## src/rtl/monit_pkt_builder.sv

```systemverilog
// Purpose: snapshots the hit/trigger monitor counters on request and streams them as a 15-word housekeeping packet.
// Latency: first word valid the cycle after the request is accepted; rd_out pulses the cycle after W14 transfers.
// Backpressure: valid/ready link, the word is held while stalled; TIMEOUT_CYC stalled cycles abort the packet.
// Build option: define MONIT_PKT_CRC_EN to make W14 a CRC-16/CCITT-FALSE instead of the additive checksum.
module monit_pkt_builder #(
    parameter logic [15:0] HDR_WORD    = 16'hEB90,
    parameter int unsigned TIMEOUT_CYC = 1023
) (
    input  logic        clk_in,
    input  logic        rst_in,
    input  logic        pkt_req_in,
    input  logic [7:0]  hit_monit_sel_in,
    input  logic [7:0]  hit_err_cnt_in,
    input  logic [7:0]  busy_err_cnt_in,
    input  logic [31:0] hit_cnt_0_in,
    input  logic [31:0] hit_cnt_1_in,
    input  logic [15:0] busy_cnt_in,
    input  logic [15:0] hit_start_cnt_in,
    input  logic [15:0] logic_match_cnt_in,
    input  logic [15:0] eff_trg_cnt_in,
    input  logic [15:0] coincid_trg_cnt_in,
    input  logic [15:0] ext_trg_cnt_in,
    input  logic [7:0]  trg_delay_in,
    output logic [15:0] dout_out,
    output logic        dout_vld_out,
    input  logic        dout_rdy_in,
    output logic        busy_out,
    output logic        rd_out,
    output logic        pkt_abort_out,
    output logic [7:0]  req_drop_cnt_out
);

    typedef enum logic [1:0] {
        IDLE = 2'd0,
        SEND = 2'd1,
        DONE = 2'd2
    } state_t;

`ifdef MONIT_PKT_CRC_EN
    localparam logic [15:0] CHK_INIT = 16'hFFFF;
`else
    localparam logic [15:0] CHK_INIT = 16'h0000;
`endif

    localparam logic [15:0] STALL_LIMIT = 16'(TIMEOUT_CYC - 1);

    state_t      state;
    state_t      state_nxt;
    logic [3:0]  idx;
    logic [3:0]  sidx;
    logic [15:0] snap [13];
    logic [15:0] chk;
    logic [7:0]  seq;
    logic [15:0] stall_cnt;
    logic [15:0] word;
    logic        sending;
    logic        accept;
    logic        xfer;
    logic        last;
    logic        timeout;

    // Folds one checksummed word into the running check value.
    function automatic logic [15:0] chk_upd(input logic [15:0] c, input logic [15:0] d);
        logic [15:0] r;
`ifdef MONIT_PKT_CRC_EN
        r = c;
        for (int i = 15; i >= 0; i--) begin
            if (r[15] ^ d[i]) begin
                r = (r << 1) ^ 16'h1021;
            end else begin
                r = r << 1;
            end
        end
`else
        r = c + d;
`endif
        return r;
    endfunction

    assign sending = (state == SEND);
    assign accept  = (state == IDLE) && pkt_req_in;
    assign xfer    = sending && dout_rdy_in;
    assign last    = (idx == 4'd14);
    // The stalled cycle in progress is the TIMEOUT_CYC-th one when the count already holds TIMEOUT_CYC-1.
    assign timeout = sending && !dout_rdy_in && (stall_cnt == STALL_LIMIT);
    assign sidx    = idx - 4'd1;

    assign dout_out     = word;
    assign dout_vld_out = sending;
    assign busy_out     = sending;
    assign rd_out       = (state == DONE);

    // State register; async reset lets vld/busy drop immediately mid-packet.
    always_ff @(posedge clk_in or posedge rst_in) begin
        if (rst_in) begin
            state <= IDLE;
        end else begin
            state <= state_nxt;
        end
    end

    // Next-state logic: accept in IDLE, finish on W14 transfer or abort on stall timeout.
    always_comb begin
        state_nxt = state;
        case (state)
            IDLE: if (accept) state_nxt = SEND;
            SEND: begin
                if (xfer && last) begin
                    state_nxt = DONE;
                end else if (timeout) begin
                    state_nxt = IDLE;
                end
            end
            DONE:    state_nxt = IDLE;
            default: state_nxt = IDLE;
        endcase
    end

    // Output word mux; zero whenever no word is being offered.
    always_comb begin
        word = 16'h0000;
        if (sending) begin
            if (idx == 4'd0) begin
                word = HDR_WORD;
            end else if (last) begin
                word = chk;
            end else begin
                word = snap[sidx];
            end
        end
    end

    // Snapshot, word index, checksum and stall counter.
    always_ff @(posedge clk_in or posedge rst_in) begin
        if (rst_in) begin
            for (int i = 0; i < 13; i++) begin
                snap[i] <= 16'h0000;
            end
            idx       <= 4'd0;
            chk       <= 16'h0000;
            stall_cnt <= 16'h0000;
        end else if (accept) begin
            snap[0]   <= {seq, hit_monit_sel_in};
            snap[1]   <= {hit_err_cnt_in, busy_err_cnt_in};
            snap[2]   <= hit_cnt_0_in[31:16];
            snap[3]   <= hit_cnt_0_in[15:0];
            snap[4]   <= hit_cnt_1_in[31:16];
            snap[5]   <= hit_cnt_1_in[15:0];
            snap[6]   <= busy_cnt_in;
            snap[7]   <= hit_start_cnt_in;
            snap[8]   <= logic_match_cnt_in;
            snap[9]   <= eff_trg_cnt_in;
            snap[10]  <= coincid_trg_cnt_in;
            snap[11]  <= ext_trg_cnt_in;
            snap[12]  <= {8'h00, trg_delay_in};
            idx       <= 4'd0;
            chk       <= CHK_INIT;
            stall_cnt <= 16'h0000;
        end else if (sending) begin
            if (xfer) begin
                idx       <= idx + 4'd1;
                stall_cnt <= 16'h0000;
                if ((idx != 4'd0) && !last) begin
                    chk <= chk_upd(chk, word);
                end
            end else if (timeout) begin
                stall_cnt <= 16'h0000;
            end else begin
                stall_cnt <= stall_cnt + 16'd1;
            end
        end else begin
            stall_cnt <= 16'h0000;
        end
    end

    // Sequence number advances only for packets that complete.
    always_ff @(posedge clk_in or posedge rst_in) begin
        if (rst_in) begin
            seq <= 8'h00;
        end else if (state == DONE) begin
            seq <= seq + 8'd1;
        end
    end

    // Abort pulse registered from the timeout condition so it lines up with vld falling.
    always_ff @(posedge clk_in or posedge rst_in) begin
        if (rst_in) begin
            pkt_abort_out <= 1'b0;
        end else begin
            pkt_abort_out <= timeout;
        end
    end

    // Saturating count of requests seen while a packet is in flight or finishing.
    always_ff @(posedge clk_in or posedge rst_in) begin
        if (rst_in) begin
            req_drop_cnt_out <= 8'h00;
        end else if (pkt_req_in && (state != IDLE) && (req_drop_cnt_out != 8'hFF)) begin
            req_drop_cnt_out <= req_drop_cnt_out + 8'd1;
        end
    end

endmodule

```

## config.mk

```make
export PLATFORM = sky130hd
export DESIGN_NAME = monit_pkt_builder
export DESIGN_NICKNAME = d
export VERILOG_FILES = /design/src/rtl/monit_pkt_builder.sv
export SDC_FILE = /design/constraint.sdc
export NUM_CORES = 1
export LEC_CHECK = 0
export ABC_AREA = 1
export CAP_MARGIN = 20
export CORE_AREA = 8 8 271 169
export CTS_CLUSTER_DIAMETER = 30
export CTS_CLUSTER_SIZE = 24
export DETAILED_ROUTE_END_ITERATION = 7
export DIE_AREA = 0 0 279 177
export PLACE_DENSITY = 0.62
export SKIP_CTS_REPAIR_TIMING = 1
export SLEW_MARGIN = 10
export SYNTH_ARGS = -nofsm -noshare
export SYNTH_HDL_FRONTEND = slang
export SYNTH_SLANG_ARGS = --single-unit
```

## constraint.sdc

```tcl
create_clock -name clk_in -period 16.15 [get_ports clk_in]
set_clock_uncertainty 0.05 [all_clocks]
set_input_delay 3.23 -clock clk_in [delete_from_list [all_inputs] [get_ports clk_in]]
set_output_delay 3.23 -clock clk_in [all_outputs]
set_load 0.1 [all_outputs]
```

Word-level counts from Yosys, hierarchy flattened
Cells that the tools add are included.

cells by class
  add/sub/neg operators = 6
  $lt $le $gt $ge = 1
  equality and inequality tests = 7
  multiplexer cells = 21
  bitwise operators = 1
  reductions and logical operators = 20

operators by type and width
  operator                 number
  $mux W16                 13
  $bmux W16 S4             1
  $add A16 B1 Y16 const B  1
  $add A16 B16 Y16         1
  $add A8 B1 Y8 const B    2
  $eq A16 B10 Y1 const B   1
  $mux W4                  3
  $logic_and A1 B1 Y1      8
  $ne A8 B8 Y1 const B     1
  $reduce_bool A2 Y1       4
  $mux W2                  3
  $ge A5 B5 Y1 const B     1
  $not A4 Y5               1
  $add A4 B1 Y4 const B    1
  $eq A4 B4 Y1 const B     1
  $logic_not A4 Y1         1
  $pmux W2 S2              1
  $reduce_and A2 Y1        2
  $reduce_bool A4 Y1       1
  $sub A4 B1 Y4 const B    1
  $ne A3 B1 Y1 const B     1
  $reduce_and A3 Y1        1
  $eq A2 B1 Y1 const B     1
  $eq A2 B2 Y1 const B     1
  other kinds (3)          4

storage, ports and cells
  register bits after elaboration = 255
  input bits = 196
  output and inout port bits = 28
  logic and storage cells = 76

Depth between registers and ports, before layout
  depth in word-level cells = 13
  gate-level depth with buffers = 27
  gate-level depth less buffers = 22

Worst setup path after synthesis
No wires, ideal clock.

  path type = reg-to-output
  start = register idx[0]
  end = output dout_out[12]
  arrival time = 4242 ps
  required time = 12870 ps
  slack = 8628 ps
  stages on the path, launching flop included = 13
  path buffers = 5
  cell sequence = dfrtp_1 > buf_6 > inv_4 > buf_4 > buf_4 > ha_1 > inv_1 > buf_2 > buf_2 > o21ai_0 > o221ai_1 > o211ai_1 > a211oi_1

on the way
  longest elaborated chain between the ends = 8
  elaborated cells on any way between the ends = 10
  classes of those cells = add/sub (1); eq/ne (1); mux (6); bitwise (1); reduce/logical (1)

RTL lines
  what                                          RTL line  text
  start, declared                               49        logic [3:0] idx;
  start signal, assigned                        161       idx <= idx + 4'd1;
  $sub A4 B1 Y4                                 86        assign sidx = idx - 4'd1;
  $not A4 Y5 (not written as such)              128       word = snap[sidx];
  $bmux W16 S4                                  128
  $mux W16 (not written as such) (2 in series)  128
  $mux W16                                      125       end else if (last) begin
  $mux W16 (*)                                  123       if (idx == 4'd0) begin
  $mux W16 (*)                                  122       if (sending) begin
  end, declared                                 24        output logic [15:0] dout_out,

Every way passes the cells marked *; elsewhere a longest branch is shown, timed or not. The select of a mux whose other input is x is not followed.

Worst setup path in the final report
  start = register idx[0]
  end = output dout_out[1]

The elaborated chain is that of the path after synthesis.

==> impl_metrics.json <==
{
  "status": "complete, no violations",
  "timing.rr.end": "chk[13]$_DFFE_PP0P_",
  "grt_overflow": 0,
  "insertion_delay_ns": 0.56,
  "fp.dieW_um": 279,
  "cts_buffers": 46,
  "drive_above_1_share_pct": 6.39,
  "end_kind": "output pin",
  "gr-max-usage-layer": "met2",
  "core_sq_um": 42200,
  "fin_crit_ns": 9.76,
  "worst_slew_pin_slew_ns": 1.05,
  "start_util_pct": 30.3,
  "cts_tree": "yes",
  "ir_drop_uv": 130,
  "drtPass1Iterations": 6,
  "synth.cell_area_sq_um": 12800,
  "antenna_cells": 0,
  "crit_chain": "inv_4 > ha_2 > inv_2 > nand2_1 > a21oi_1 > o311ai_1 > a21oi_1 > nor3_1 > clkdlybuf4s50_1",
  "clkSinkCount": 255,
  "clkSlewWorstSetupHoldPaths_ns": 0.05,
  "synthArstFlopShare_pct": 100,
  "dpl.hpwl_um": 33300,
  "nets": 2046,
  "ctsHtreeMaxLevel": 2,
  "hold_violations": 0,
  "ioPinCount": 224,
  "wire_per_inst_um": 18.9,
  "port-buffer-count": 223,
  "drt_iter0_drc": 1109,
  "track_usage_pct": 18.4,
  "place_congestion": 0.915,
  "routed_via_density": 4.86,
  "routed_wl_um": 46200,
  "fmax_ghz": 0.102,
  "crit_required_ns": 12.87,
  "synth_cell_types": 48,
  "critPathKind": "reg -> out",
  "maxCapViolations": 0,
  "crit_fanout": 84,
  "min_path_type": "reg -> reg",
  "rr_worst_depth": 18,
  "routed-via-count": 11900,
  "num_rows": 59,
  "slowest_delay_ns": 1.25,
  "slew_violations": 0,
  "grtUsageMet1_pct": 26.1,
  "power.density_nw_per_um2": 217,
  "grt_pass1_wl_um": 71000,
  "fp.dieH_um": 177,
  "nFillCells": 4213,
  "slew_headroom_pct": 29.6,
  "syn_avg_cell_area_sq_um": 7.80,
  "synth_ff_type": "dfrtp_1",
  "root_buffer": "clkbuf_16",
  "total_leakage_power_nw": 8.12,
  "placed_cell_area_sq_um": 15400,
  "tns_ns": 0,
  "cp_data_arrival_time_ns": 6.48,
  "cp-startpoint": "idx[0]$_DFFE_PP0P_",
  "final_cell_area_sq_um": 17000,
  "fin_crit_sh_pct": 60.4,
  "reg2reg_from": "idx[0]$_DFFE_PP0P_",
  "setup_violations": 0,
  "drc": 0,
  "antenna_found_initial": 3,
  "rsz0062_at_grt": "no",
  "syn_to_final_growth_pct": 33.7,
  "syn_nets": 1855,
  "grt_pass1_vias": 11700,
  "clk_path_buf_depth": 3,
  "die_area_sq_um": 49400,
  "critPathMostFrequentCell": "a21oi_1",
  "global_route.usage.met3_pct": 5.45,
  "met2_usage_pct": 27.3,
  "antenna_left": 0,
  "grt_max_degree": 116,
  "crit_end": "dout_out[1]",
  "synth_cells": 1635,
  "startpoint_type": "flop",
  "synth-seq-area-share_pct": 50.0,
  "yosys_warnings": 0,
  "ys_ff_latch": 255,
  "synth_edf_count": 0,
  "critPathSlowestCell": "clkdlybuf4s50_1",
  "r2r_slack_ns": 9.82
}
[where the power goes]
part           internal (W)  switching, W
clock              0.000691      0.000338
combinational      0.000481       0.00119
sequential         0.000837      0.000161
[cell usage after synthesis (3+ instances only)]
cell type,count,area (sq um)
nor2_4,3,33.8
clkbuf_1,31,116
buf_4,8,60.1
dfrtp_1,255,6380
nand2_2,3,18.8
buf_6,3,33.8
nor2_1,78,293
xor2_1,16,140
ha_1,23,288
inv_2,5,18.8
xnor2_1,8,70.1
o21ai_0,131,656
o211ai_1,8,60.1
buf_2,44,220
o311ai_1,6,52.6
nand2_1,686,2570
nand3_1,74,370
nor3_2,3,30.0
inv_1,80,300
a21oi_1,94,470
o221ai_1,8,70.1
nand4_1,4,25.0
o21ai_1,7,35.0
nor3_1,18,90.1
[state kept, by name (all words and copies together), names as in the netlist]
signal,flops
chk,16
idx,4
pkt_abort_out,1
req_drop_cnt_out,8
seq,8
snap,200
stall_cnt,16
state,2
[how the worst min path moves through the flow]
stage	to	slack [ns]	cells after the start	from
after CTS	seq[7]$_DFFE_PP0P_	0.42	1	seq[7]$_DFFE_PP0P_
final	seq[7]$_DFFE_PP0P_	0.42	1	seq[7]$_DFFE_PP0P_
after floorplan	seq[7]$_DFFE_PP0P_	0.39	1	seq[7]$_DFFE_PP0P_
after global routing	snap[71]$_DFFE_PP0P_	0.45	2	snap[71]$_DFFE_PP0P_
after global placement	seq[7]$_DFFE_PP0P_	0.41	1	seq[7]$_DFFE_PP0P_
after detailed placement	snap[59]$_DFFE_PP0P_	0.41	2	snap[59]$_DFFE_PP0P_
[worst max-delay path, delay by kind of cell, from the launching register on]
family,cells,cell delay [ns]
flip-flops,1,0.98
adder cells (fa/ha/maj),1,1.20
buffers and inverters,3,2.38
AND/OR/NAND/NOR,2,0.69
AO/OA/AOI/OAI,3,0.64
[cell type report]
class / instances / area (sq um) / area share, %
multi-input cells: 1204 / 5620 / 33.0
repair buffers: 232 / 2320 / 13.6
flip-flops and latches: 255 / 6380 / 37.5
inverters: 87 / 344 / 2.02
well taps: 579 / 724 / 4.25
clock buffers: 60 / 1290 / 7.60
clock inverters: 23 / 357 / 2.09
[cells in the final DEF (no fill, tap or decap), drive strengths merged, types with 11 or more instances in the layout]
master and n:
clkbuf 60, o21ai 138, nor3 21, dfrtp 255
a21oi 94, clkinv 11, nand3 76, nor2 84
xor2 16, clkdlybuf4s50 223, ha 23, nand2 690
inv 88
[kinds of logic after synthesis]
| family | count (synthesis) | synth area share (%) |
|---|---|---|
| AOI/OAI and AO/OA | 273 | 11.8 |
| and+or+nand+nor | 882 | 27.9 |
| buffers and inverters | 176 | 6.08 |
| xor gates and xnor gates | 25 | 1.78 |
| adders and majority gates | 24 | 2.41 |
| DFF | 255 | 50.0 |
[metrics by stage]
step | total power (W) | hold slack, ns | util [%] | std cells | worst slack, ns
final | 0.00370 | 0.422 | 40.4 | 2440 | 6.39
after global routing | 0.00391 | 0.446 | 40.4 | 2440 | 5.96
after CTS | 0.00370 | 0.422 | 40.4 | 2439 | 6.42
after detailed placement | 0.00265 | 0.414 | 36.5 | 2356 | 7.03
after global placement | 0.00263 | 0.412 | 36.5 | 2356 | 7.12
after floorplan | 0.00214 | 0.392 | - | 1635 | 5.86
[metal layers]
metal	routed length (um)	up-vias
li1	-	5649
met1	21500	5644
met2	19600	470
met3	3930	83
met4	1060	6
met5	41	-
No activity file was read; power rests on OpenSTA's default activity.
==> RTL edit: new RTL, config.mk and constraints unchanged <==
Re-encode `state_t` (3 states) as one-hot, 3 bits wide.
--- a/src/rtl/monit_pkt_builder.sv
+++ b/src/rtl/monit_pkt_builder.sv
@@ -30,10 +30,10 @@
     output logic [7:0]  req_drop_cnt_out
 );
 
-    typedef enum logic [1:0] {
-        IDLE = 2'd0,
-        SEND = 2'd1,
-        DONE = 2'd2
+    typedef enum logic [2:0] {
+        IDLE = 3'b001,
+        SEND = 3'b010,
+        DONE = 3'b100
     } state_t;
 
 `ifdef MONIT_PKT_CRC_EN
Function: no difference found for any inputs over 4 cycles, from zero or initial values and one cycle with rst_in high; so few cycles prove little.
==> RTL edit against the original RTL <==
Worst hold slack lost 0.0085 ns; worst setup slack better by 1.8 ns; routed wire length shrank 2.9%; final cell count grew 1.3%; area after synthesis up 0.40%; die area did not move; count of clock-buffer cells in the layout fell by 3; total power decreased by 11%; design area increased by 1.2%; sequential cell count increased by 1; critical path type unchanged; critical endpoint unchanged.
==> RTL edit: results (changes against the original RTL) <==
| Metric | Value |
|---|---|
| Largest register FFs | `200 (unchanged)` |
| Sink Count | `256 (+0.39%)` |
| Seq. cell area | `6410 µm² (+0.41%)` |
| Routed met3 length | `3390 µm (-14%)` |
| Max IR drop VDD | `0.0982 mV (-25%)` |
| Seq/Total Area, Yosys | `50.0% (about the same)` |
| Status | `complete, no violations` |
| Global-route usage over all layers | `17.9% (-0.57 points)` |
| Final wirelength | `44,800 µm (-2.9%)` |
| Later-pin clock latency in the skew report | `0.56 ns (about the same)` |
| FILL cells | `4,248 (+0.83%)` |
| Initial DRC count | `1,262 (+14%)` |
| M2 GR Usage | `26.7% (-0.62 points)` |
| Mapped Nets | `1,875 (+1.1%)` |
| Layout cells sized above 1 | `6.66% (+0.27 points)` |
| Routed wire per std cell | `18.1 µm (-4.1%)` |
| Drt pass-1 iters | `5 (-1)` |
| TritonCTS buffer count | `51 (+11%)` |
| WL met1 | `21,100 µm (-1.9%)` |
| Inverters | `97 (+11%)` |
| First-pass GRT wire length | `69,400 µm (-2.2%)` |
| GR Util met3 | `4.94% (-0.51 points)` |
| CP max stage cell | `clkdlybuf4s50_1` |
| Critical path arrival | `4.70 ns (-1.78 ns)` |
| Vias per cell | `4.78 (-1.6%)` |
| Clock-pin slew on the worst setup and hold paths | `0.05 ns (about the same)` |
| Area of placed instances | `15,400 µm² (+0.49%)` |
| H-tree depth | `2 (unchanged)` |
| Buffers, non-clock | `234 (+0.86%)` |
| Commonest cells in the synthesized netlist | `nand2_1 (686), dfrtp_1 (255), o21ai_0 (152)` |
| Port buffer count | `223 (unchanged)` |
| Setup WS pre-CTS | `8.75 ns (+1.72 ns)` |
| Critical path's largest stage delay | `1.21 ns (-0.04 ns)` |
| Internal Pwr Total | `1.94 mW (-3.3%)` |
| Clock-cell share of area | `10.4% (+0.76 points)` |
| Cells after Synth | `1,656 (+1.3%)` |
| Footprint of the multi-input gates | `5600 µm² (-0.38%)` |
| CP max FO | `39 (-54%)` |
| Met1 Usage GRT | `25.2% (-0.95 points)` |
| Logic pwr share | `34.1% (-11 points)` |
| HPWL after DPL | `32,800 µm (-1.5%)` |
| Clock buffers | `57 (-5.0%)` |
| Worst Hold Class | `flop to flop` |
| Antenna violations before repair | `0 (-3)` |
| Layout Nets | `2,073 (+1.3%)` |
| Placed cell count | `2,380 (+1.0%)` |
| Number of global-route vias before repair | `11,900 (+1.7%)` |
| Slew @ Worst Pin | `1.00 ns (-0.0511 ns)` |
| Dominant delay contributor by cell family on the critical path | `buffers and inverters` |
| Startpoint of the worst hold path | `snap[89]` |
| Routed wire length on met2 | `19,300 µm (-1.6%)` |
| GPL Wtd Cong | `0.910 (-0.50%)` |
| Largest net degree at the start of global routing | `167 (+44%)` |
| Top cells by area, synth | `dfrtp_1 (50%), nand2_1 (20%), o21ai_0 (5.9%), a21oi_1 (3.5%), nand3_1 (2.7%)` |
| Multi-input combinational area share | `32.5% (-0.50 points)` |
| Final non-clock buffer share | `13.5% (-0.11 points)` |
| Static Leak | `8.18 nW (+0.73%)` |
| Multi-input gates | `1,214 (+0.83%)` |
RTL edit: cells by family after synthesis:
logic type,count (synthesis),share of synthesized area [%]
AO/OA/AOI/OAI,291,12.4
AND/OR/NAND/NOR,876,27.4
adder cells (fa/ha/maj),23,2.31
flip-flops,256,50.0
buffers and inverters,186,6.22
XOR/XNOR,24,1.70
RTL edit: final timing paths:
kind / end / slack (ns) / cells past startpoint
max in group asynchronous: idx[0] / 11.11 / 3
min reg2reg: snap[89] / 0.41 / 2
min: snap[89] / 0.41 / 2
min in group asynchronous: snap[65] / 3.17 / 2
max: dout_out[1] / 8.17 / 10
max reg2reg: chk[15] / 11.44 / 20
RTL edit: power groups by stage:
| stage | sequential [mW] | clock (mW) | combinational, mW |
|---|---|---|---|
| after CTS | 1.06 | 1.12 | 1.13 |
| after global placement | 1.07 | 0 | 1.10 |
| after global routing | 1.09 | 1.15 | 1.25 |
| final | 1.07 | 1.09 | 1.12 |
| after detailed placement | 1.07 | 0 | 1.12 |
| after floorplan | 1.04 | 0 | 0.739 |
